[config.mk]
export PLATFORM = sky130hd
export DESIGN_NAME = gbar_collector
export DESIGN_NICKNAME = d
export VERILOG_FILES = /design/src/rtl/gbar_collector.sv
export SDC_FILE = /design/constraint.sdc
export NUM_CORES = 1
export LEC_CHECK = 0
export ABC_AREA = 1
export ABC_CLOCK_PERIOD_IN_PS = 10500
export CORE_ASPECT_RATIO = 0.5
export CORE_MARGIN = 2
export CORE_UTILIZATION = 41
export DETAILED_ROUTE_END_ITERATION = 10
export PLACE_DENSITY = 0.61
export REMOVE_ABC_BUFFERS = 1
export SYNTH_ARGS = -nofsm -noshare
export SYNTH_HDL_FRONTEND = slang
export SYNTH_SLANG_ARGS = --single-unit
[constraint.sdc]
create_clock -name clk -period 10.5 [get_ports clk]
set_clock_uncertainty 0.05 [all_clocks]
set_input_delay 2.1 -clock clk [delete_from_list [all_inputs] [get_ports clk]]
set_output_delay 2.1 -clock clk [all_outputs]
set_load 0.05 [all_outputs]
[src/rtl/gbar_collector.sv]
// Cluster global-barrier collector: round-robin accepts per-core barrier arrivals and
// broadcasts a one-cycle release when enough cores have arrived. Define GBAR_STATS_EN for counters.
module gbar_collector #(
    parameter int NUM_CORES    = 4,
    parameter int NUM_BARRIERS = 4,
    parameter int NB_WIDTH     = (NUM_BARRIERS > 1) ? $clog2(NUM_BARRIERS) : 1,
    parameter int NC_WIDTH     = (NUM_CORES > 1) ? $clog2(NUM_CORES) : 1
) (
    input  logic                          clk,
    input  logic                          reset,
    input  logic [NUM_CORES-1:0]          req_valid,
    input  logic [NUM_CORES*NB_WIDTH-1:0] req_id,
    input  logic [NUM_CORES*NC_WIDTH-1:0] req_size_m1,
    output logic [NUM_CORES-1:0]          req_ready,
    output logic                          rsp_valid,
    output logic [NB_WIDTH-1:0]           rsp_id,
    output logic                          busy,
    output logic                          dup_err
`ifdef GBAR_STATS_EN
    ,
    output logic [31:0]                   stat_releases,
    output logic [31:0]                   stat_wait_cycles
`endif
);

    localparam int CNT_W = NC_WIDTH + 1;

    logic [NUM_BARRIERS-1:0][NUM_CORES-1:0] arrive_mask_q, arrive_mask_d;
    logic [NC_WIDTH-1:0] rr_ptr_q, rr_ptr_d;
    logic                rsp_valid_q, rsp_valid_d;
    logic [NB_WIDTH-1:0] rsp_id_q, rsp_id_d;
    logic                dup_err_q, dup_err_d;

    logic                 grant_found;
    logic [NC_WIDTH-1:0]  grant_idx;
    logic [NB_WIDTH-1:0]  grant_id;
    logic [NC_WIDTH-1:0]  grant_size;
    logic                 id_bad;
    logic [NUM_CORES-1:0] merged;
    logic [CNT_W-1:0]     arrive_cnt;

    function automatic int wrap_core(input int a);
        return a % NUM_CORES;
    endfunction

    // Search upward from rr_ptr; nothing is granted while reset is held.
    always_comb begin
        grant_found = 1'b0;
        grant_idx   = '0;
        grant_id    = '0;
        grant_size  = '0;
        req_ready   = '0;
        for (int k = 0; k < NUM_CORES; k++) begin
            if (!grant_found && !reset && req_valid[wrap_core(int'(rr_ptr_q) + k)]) begin
                grant_found = 1'b1;
                grant_idx   = NC_WIDTH'(wrap_core(int'(rr_ptr_q) + k));
                grant_id    = req_id[wrap_core(int'(rr_ptr_q) + k)*NB_WIDTH +: NB_WIDTH];
                grant_size  = req_size_m1[wrap_core(int'(rr_ptr_q) + k)*NC_WIDTH +: NC_WIDTH];
            end
        end
        if (grant_found) begin
            req_ready[grant_idx] = 1'b1;
        end
    end

    generate
        if ((2 ** NB_WIDTH) > NUM_BARRIERS) begin : g_id_chk
            assign id_bad = (int'(grant_id) >= NUM_BARRIERS);
        end else begin : g_no_id_chk
            assign id_bad = 1'b0;
        end
    endgenerate

    always_comb begin
        merged     = '0;
        arrive_cnt = '0;
        if (!id_bad) begin
            merged = arrive_mask_q[grant_id] | (NUM_CORES'(1) << grant_idx);
        end
        for (int i = 0; i < NUM_CORES; i++) begin
            arrive_cnt = arrive_cnt + CNT_W'(merged[i]);
        end
    end

    always_comb begin
        arrive_mask_d = arrive_mask_q;
        rr_ptr_d      = rr_ptr_q;
        rsp_valid_d   = 1'b0;
        rsp_id_d      = rsp_id_q;
        dup_err_d     = dup_err_q;
        if (grant_found) begin
            rr_ptr_d = NC_WIDTH'(wrap_core(int'(grant_idx) + 1));
            if (id_bad || arrive_mask_q[grant_id][grant_idx]) begin
                dup_err_d = 1'b1;
            end else if (arrive_cnt >= (CNT_W'(grant_size) + CNT_W'(1))) begin
                arrive_mask_d[grant_id] = '0;
                rsp_valid_d             = 1'b1;
                rsp_id_d                = grant_id;
            end else begin
                arrive_mask_d[grant_id] = merged;
            end
        end
    end

    always_ff @(posedge clk) begin
        if (reset) begin
            arrive_mask_q <= '0;
            rr_ptr_q      <= '0;
            rsp_valid_q   <= 1'b0;
            rsp_id_q      <= '0;
            dup_err_q     <= 1'b0;
        end else begin
            arrive_mask_q <= arrive_mask_d;
            rr_ptr_q      <= rr_ptr_d;
            rsp_valid_q   <= rsp_valid_d;
            rsp_id_q      <= rsp_id_d;
            dup_err_q     <= dup_err_d;
        end
    end

    assign rsp_valid = rsp_valid_q;
    assign rsp_id    = rsp_id_q;
    assign dup_err   = dup_err_q;
    // Masked by reset so busy reads 0 in the reset cycle before the mask has cleared.
    assign busy      = (|arrive_mask_q) & ~reset;

`ifdef GBAR_STATS_EN
    logic [31:0] stat_releases_q, stat_releases_d;
    logic [31:0] stat_wait_cycles_q, stat_wait_cycles_d;

    always_comb begin
        stat_releases_d    = stat_releases_q + 32'(rsp_valid_q);
        stat_wait_cycles_d = stat_wait_cycles_q + 32'(|arrive_mask_q);
    end

    always_ff @(posedge clk) begin
        if (reset) begin
            stat_releases_q    <= '0;
            stat_wait_cycles_q <= '0;
        end else begin
            stat_releases_q    <= stat_releases_d;
            stat_wait_cycles_q <= stat_wait_cycles_d;
        end
    end

    assign stat_releases    = stat_releases_q;
    assign stat_wait_cycles = stat_wait_cycles_q;
`endif

endmodule

==> results.cfg, run 1 <==
[outcome]
status = finished clean

[synthesis]
syn_inst = 423
synth_mux_area_share_pct = 0
yosysWarnings = 0
synth_enable_flop_cells = 0
netlist_area_um2 = 2480
synth_compound_area_share_pct = 14.0
synth-async-reset-ratio_pct = 0
ys_ff_latch = 22
synth_area_per_cell_um2 = 5.86
synth_top_area_cell = nand2_1
synthXorXnorAreaFrac_pct = 0
yosys_most_used_dff = dfxtp_1
synthAdderAreaFrac_pct = 4.85
synth_top_area_share_pct = 22.6
synth-simple-area-share_pct = 50.2
ys_types = 33
synth_most_common_cell = nand2_1
synth.area.top_cells = nand2_1, dfxtp_1, o21ai_0
synth_top_family_by_area = simple AND/OR/NAND/NOR gates
synth_commonest_cells = nand2_1, nor2_1, inv_1
seq_area_frac_synth_pct = 17.8

[worst_setup_path]
critPathMaxStageDelay_ns = 0.82
start_kind = input port
crit_family = buffers and inverters
crit_chain = clkdlybuf4s50_1 > inv_2 > nand4_4 > nor2_8 > inv_2 > nand3_1 > nand2_1 > nor2_1 > clkdlybuf4s50_1
ff2ff_setup_slack_ns = 4.91
critPathKind = input port to output pin
critPathBufInv = 4
worstPathMaxFanout = 22
rr_worst_depth = 26
r2r-end = arrive_mask_q[0]$_SDFFE_PP0P_
r2r-start = rr_ptr_q[1]$_SDFFE_PP0N_
worstPathArrival_ns = 5.27
endpoint_kind = output pin
crit_slowest_cell = clkdlybuf4s50_1
critPathRequiredTime_ns = 8.35

[grt]
grtUsageTotal_pct = 19.1
grt_pass1_wl_um = 10500
grt_max_degree = 37
grt_pass1_vias = 2380
overflow = 0
antenna_found_initial = 0

[floorplanning]
die_x_um = 114
num_rows = 19
coreArea_um2 = 5660
die_y_um = 59.0
pin_count = 31
initial_core_util_pct = 43.8
die-area_um2 = 6720

[layout]
nets = 475
area_growth_pct = 15.1
instances_no_fill = 516
num_antenna_cells = 0
drive_above_1_share_pct = 8.80

[cts]
cts_tree = yes
worstSkewPairLatency_ns = 0.26
h-tree-depth = 1
cts-resized-gates = 0
cts_hold_buf = 0
numCtsBuffers = 3
cts.sinks = 22
post_cts_buffers = 0
clk_transition_reported_paths_ns = 0.06
root_buffer = clkbuf_16
clock_path_buffers = 2

[placement]
placed_cells = 512
finalWeightedCongestion = 0.892
dp_hpwl_um = 4690
port_buffers = 30

[sta]
fmax_mhz = 135
finalCritPeriodShare_pct = 70.7
maxSlewViolCount = 0
hold_violations = 0
period_needed_ns = 7.42
slew_headroom_pct = 49.7
setup_violations = 0
setup_tns_ns = 0
rsz0062_at_grt = false
tightest_slew_ns = 0.753

[route]
dr_wl_met3_um = 251
wl_met1_um = 3150
wl_per_cell_um = 11.9
num_vias = 2592
routed_wl_um = 6170
drt-initial-drc-count = 156
highest_layer = met4
route.detailed.drc = 0
antenna_left = 0
first_pass_iters = 4
wl_met2_um = 2690
viasPerCell = 5.02

[min_path]
hp-class = flop to flop
min_to = dup_err$_SDFFE_PP0P_
whs_path_depth = 2
min_from = dup_err$_SDFFE_PP0P_

[job]
drv_cap = 0
[cells in the final DEF, fill, tap and decap left out, drive strengths merged]
master | synthesis | final
o211ai | 4 | 4
nand2 | 161 | 161
o2111ai | 1 | 1
a31oi | 1 | 1
or2 | 2 | 2
clkbuf | 4 | 4
nor2 | 55 | 55
o21ai | 50 | 50
nand3 | 32 | 32
fa | 1 | 1
nor3 | 1 | 1
buf | 11 | 1
ha | 8 | 8
nand4 | 3 | 3
clkdlybuf4s50 | 0 | 30
a21o | 2 | 2
inv | 55 | 55
dfxtp | 22 | 22
a41oi | 1 | 1
a22oi | 1 | 1
a21oi | 4 | 4
nor4 | 4 | 4
[state kept, by name, indices dropped and copies added (netlist names)]
name           count
dup_err            1
rsp_valid          1
arrive_mask_q     16
rsp_id             2
rr_ptr_q           2
[worst max-delay path by stage]
stage          cells past startpoint  slack [ns]                        endpoint    startpoint
2_1_floorplan                     24        4.02  arrive_mask_q[10]$_SDFFE_PP0P_  req_valid[0]
3_3_place_gp                       9        3.13                    req_ready[0]         reset
3_5_place_dp                       9        3.09                    req_ready[0]         reset
4_1_cts                            9        3.08                    req_ready[0]         reset
5_1_grt                            9        2.94                    req_ready[0]         reset
6_report                           9        3.08                    req_ready[0]         reset
[per-layer routing]
metal  global-route usage [%]  up-vias
met4                     5.23        0
met1                     26.1     1167
met2                     32.1       41
li1                         -     1377
met5                        0        -
met3                     2.47        7
[cell type report]
cell class / instances / area [um^2]
Tap cell: 73 / 91.3
Inverter: 55 / 214
Timing Repair Buffer: 31 / 308
Clock buffer: 4 / 88.8
Multi-Input combinational cell: 331 / 1710
Sequential cell: 22 / 440
Fill cell: 595 / 2810
[logic make-up (layout without fill, tap and decap cells)]
group,count (synthesis),in the layout
AOI/OAI and AO/OA,64,64
adders and majority gates,9,9
buffers and inverters,70,90
DFF,22,22
and+or+nand+nor,258,258
[worst reg2reg max path, stage by stage (launching register included)]
cell     delay [ns]
dfxtp_1        0.78
inv_4          0.18
nand2_1        0.11
nand2_1        0.23
nand2_2        0.16
nand2_4        0.10
nor2_4         0.21
nand2_1        0.07
nand2_1        0.07
nand3_1        0.08
nand2_2        0.19
inv_2          0.13
nand2_1        0.08
nand2_1        0.08
or2_1          0.25
fa_1           0.45
ha_1           0.21
ha_1           0.18
ha_1           0.32
a21oi_1        0.14
o21ai_0        0.08
a31oi_1        0.55
o21ai_0        0.34
nand3_4        0.22
nand2_1        0.09
nand2_1        0.08
nor2_1         0.05
[through the flow]
step,util [%],setup slack [ns],instance area [um^2],hold slack [ns]
3_3_place_gp,48.8,3.13,2760,0.410
5_1_grt,50.4,2.94,2850,0.460
2_1_floorplan,-,4.02,2360,0.467
6_report,50.4,3.08,2850,0.430
4_1_cts,50.4,3.08,2850,0.437
3_5_place_dp,48.8,3.09,2760,0.421
Power of run 1 is left out: the tool's default activity adds up to more than one toggle a clock period on the data nets, which glitch-free logic cannot reach.
==> run 2: changes to the inputs <==
Settings changed: ABC_CLOCK_PERIOD_IN_PS 10500 to 7500.
Clock period 10.5 ns to 7.5 ns, I/O delays scaled along.
==> run 2 against run 1 <==
  * First-iteration DRC count up 1.3%
  * Global-route usage up 0.37 points
  * Utilization up 0.42 points
  * Final cell count up 0.19%
  * Sequential share of layout area down 0.13 points
  * Critical endpoint is now arrive_mask_q[11]$_SDFFE_PP0P_
  * Largest cell class unchanged
==> results.cfg, run 2 (synthesis results as in run 1) <==
[outcome]
status = finished clean

[sta]
fmax_mhz = 156
finalCritPeriodShare_pct = 85.6
slew_headroom_pct = 51.1
hold_violations = 0
fin_hold_ws_ns = 0.425
tightest_slew_ns = 0.730
setup_tns_ns = 0
finalWorstSetupSlack_ns = 1.08
period_needed_ns = 6.42
maxSlewViolCount = 0
setup_violations = 0
rsz0062_at_grt = false

[worst_setup_path]
worstPathArrival_ns = 6.52
endpoint_kind = flop
critPathRequiredTime_ns = 7.60
critPathKind = input port to flop
start_kind = input port
worstPathMaxFanout = 22
r2r-start = rr_ptr_q[1]$_SDFFE_PP0N_
startpoint = reset

[layout]
mostFrequentLayoutCells = nand2_1, nor2_1, inv_1, o21ai_0, clkdlybuf4s50_1
largest_reg_flops = 16
instances_no_fill = 517
area_growth_pct = 16.1
largest_register = arrive_mask_q
num_antenna_cells = 0
nets = 476
drive_above_1_share_pct = 9.01
fill_cells = 604
final_common_cell = nand2_1

[route]
first_pass_iters = 4
viasPerCell = 4.99
antenna_left = 0
num_vias = 2580
drt-initial-drc-count = 158
route.detailed.drc = 0
routed_wl_um = 6100
wl_per_cell_um = 11.8

[cts]
post_cts_buffers = 0
numCtsBuffers = 3
cts-resized-gates = 0
cts.sinks = 22
root_buffer = clkbuf_16
cts_tree = yes
clock_path_buffers = 2
worstSkewPairLatency_ns = 0.25
clk_transition_reported_paths_ns = 0.06
cts_hold_buf = 0
h-tree-depth = 1

[grt]
grtUsageTotal_pct = 19.5
grt_max_degree = 37
grt_pass1_vias = 2246
grt_pass1_wl_um = 10500
antenna_found_initial = 0
overflow = 0

[min_path]
min_from = dup_err$_SDFFE_PP0P_
hp-class = flop to flop

[floorplanning]
initial_core_util_pct = 43.8
die-area_um2 = 6720
pin_count = 31
die_y_um = 59.0
die_x_um = 114
coreArea_um2 = 5660
num_rows = 19

[placement]
post-place-ws_ns = 0.840
dp_hpwl_um = 4780
finalWeightedCongestion = 0.883
port_buffers = 30
placed_cells = 513

[job]
drv_cap = 0
==> run 2: layout make-up <==
| cell class | instances | area (um^2) | share of cell area (%) |
|---|---|---|---|
| Inverter | 55 | 214 | 7.44 |
| Multi-Input combinational cell | 331 | 1710 | 59.4 |
| Tap cell | 73 | 91.3 | 3.18 |
| Clock inverter | 1 | 30.0 | 1.04 |
| Clock buffer | 3 | 75.1 | 2.61 |
| Timing Repair Buffer | 32 | 315 | 11.0 |
| Sequential cell | 22 | 440 | 15.3 |
==> run 2: final timing paths <==
| check | end | slack [ns] | cells after the start |
|---|---|---|---|
| setup / recovery | arrive_mask_q[11]$_SDFFE_PP0P_ | 1.08 | 24 |
| hold / removal | dup_err$_SDFFE_PP0P_ | 0.42 | 2 |
| hold reg to reg | dup_err$_SDFFE_PP0P_ | 0.42 | 2 |
| setup reg to reg | arrive_mask_q[11]$_SDFFE_PP0P_ | 1.91 | 26 |
==> run 2: through the flow <==
step | cell area (um^2) | utilization (%)
floorplan | 2360 | -
global placement | 2770 | 49.0
detailed placement | 2770 | 49.0
CTS | 2880 | 50.8
global route | 2880 | 50.8
finish | 2880 | 50.8
==> run 2: per-layer routing <==
metal,track usage (%),up-vias,routed length (um)
li1,-,1383,-
met1,28.2,1151,3160
met2,31.9,44,2670
met3,2.47,2,242
met4,2.96,0,31
met5,0,-,0
==> run 2: worst max-delay path: stages <==
cell and delay, ns:
clkdlybuf4s50_1 0.61, inv_2 0.46, nand2_2 0.12, nor2_4 0.20
nand2_1 0.07, nand2_1 0.07, nand3_1 0.09, nand2_2 0.19
inv_2 0.12, nand2_1 0.08, nand2_1 0.06, or2_1 0.24
fa_1 0.44, ha_1 0.21, ha_1 0.18, ha_1 0.32
a21oi_1 0.16, o21ai_0 0.10, a31oi_1 0.56, o21ai_0 0.36
nand3_4 0.21, nand2_1 0.07, nand2_1 0.05, nor2_1 0.04
Power of run 2 is left out for the same reason.
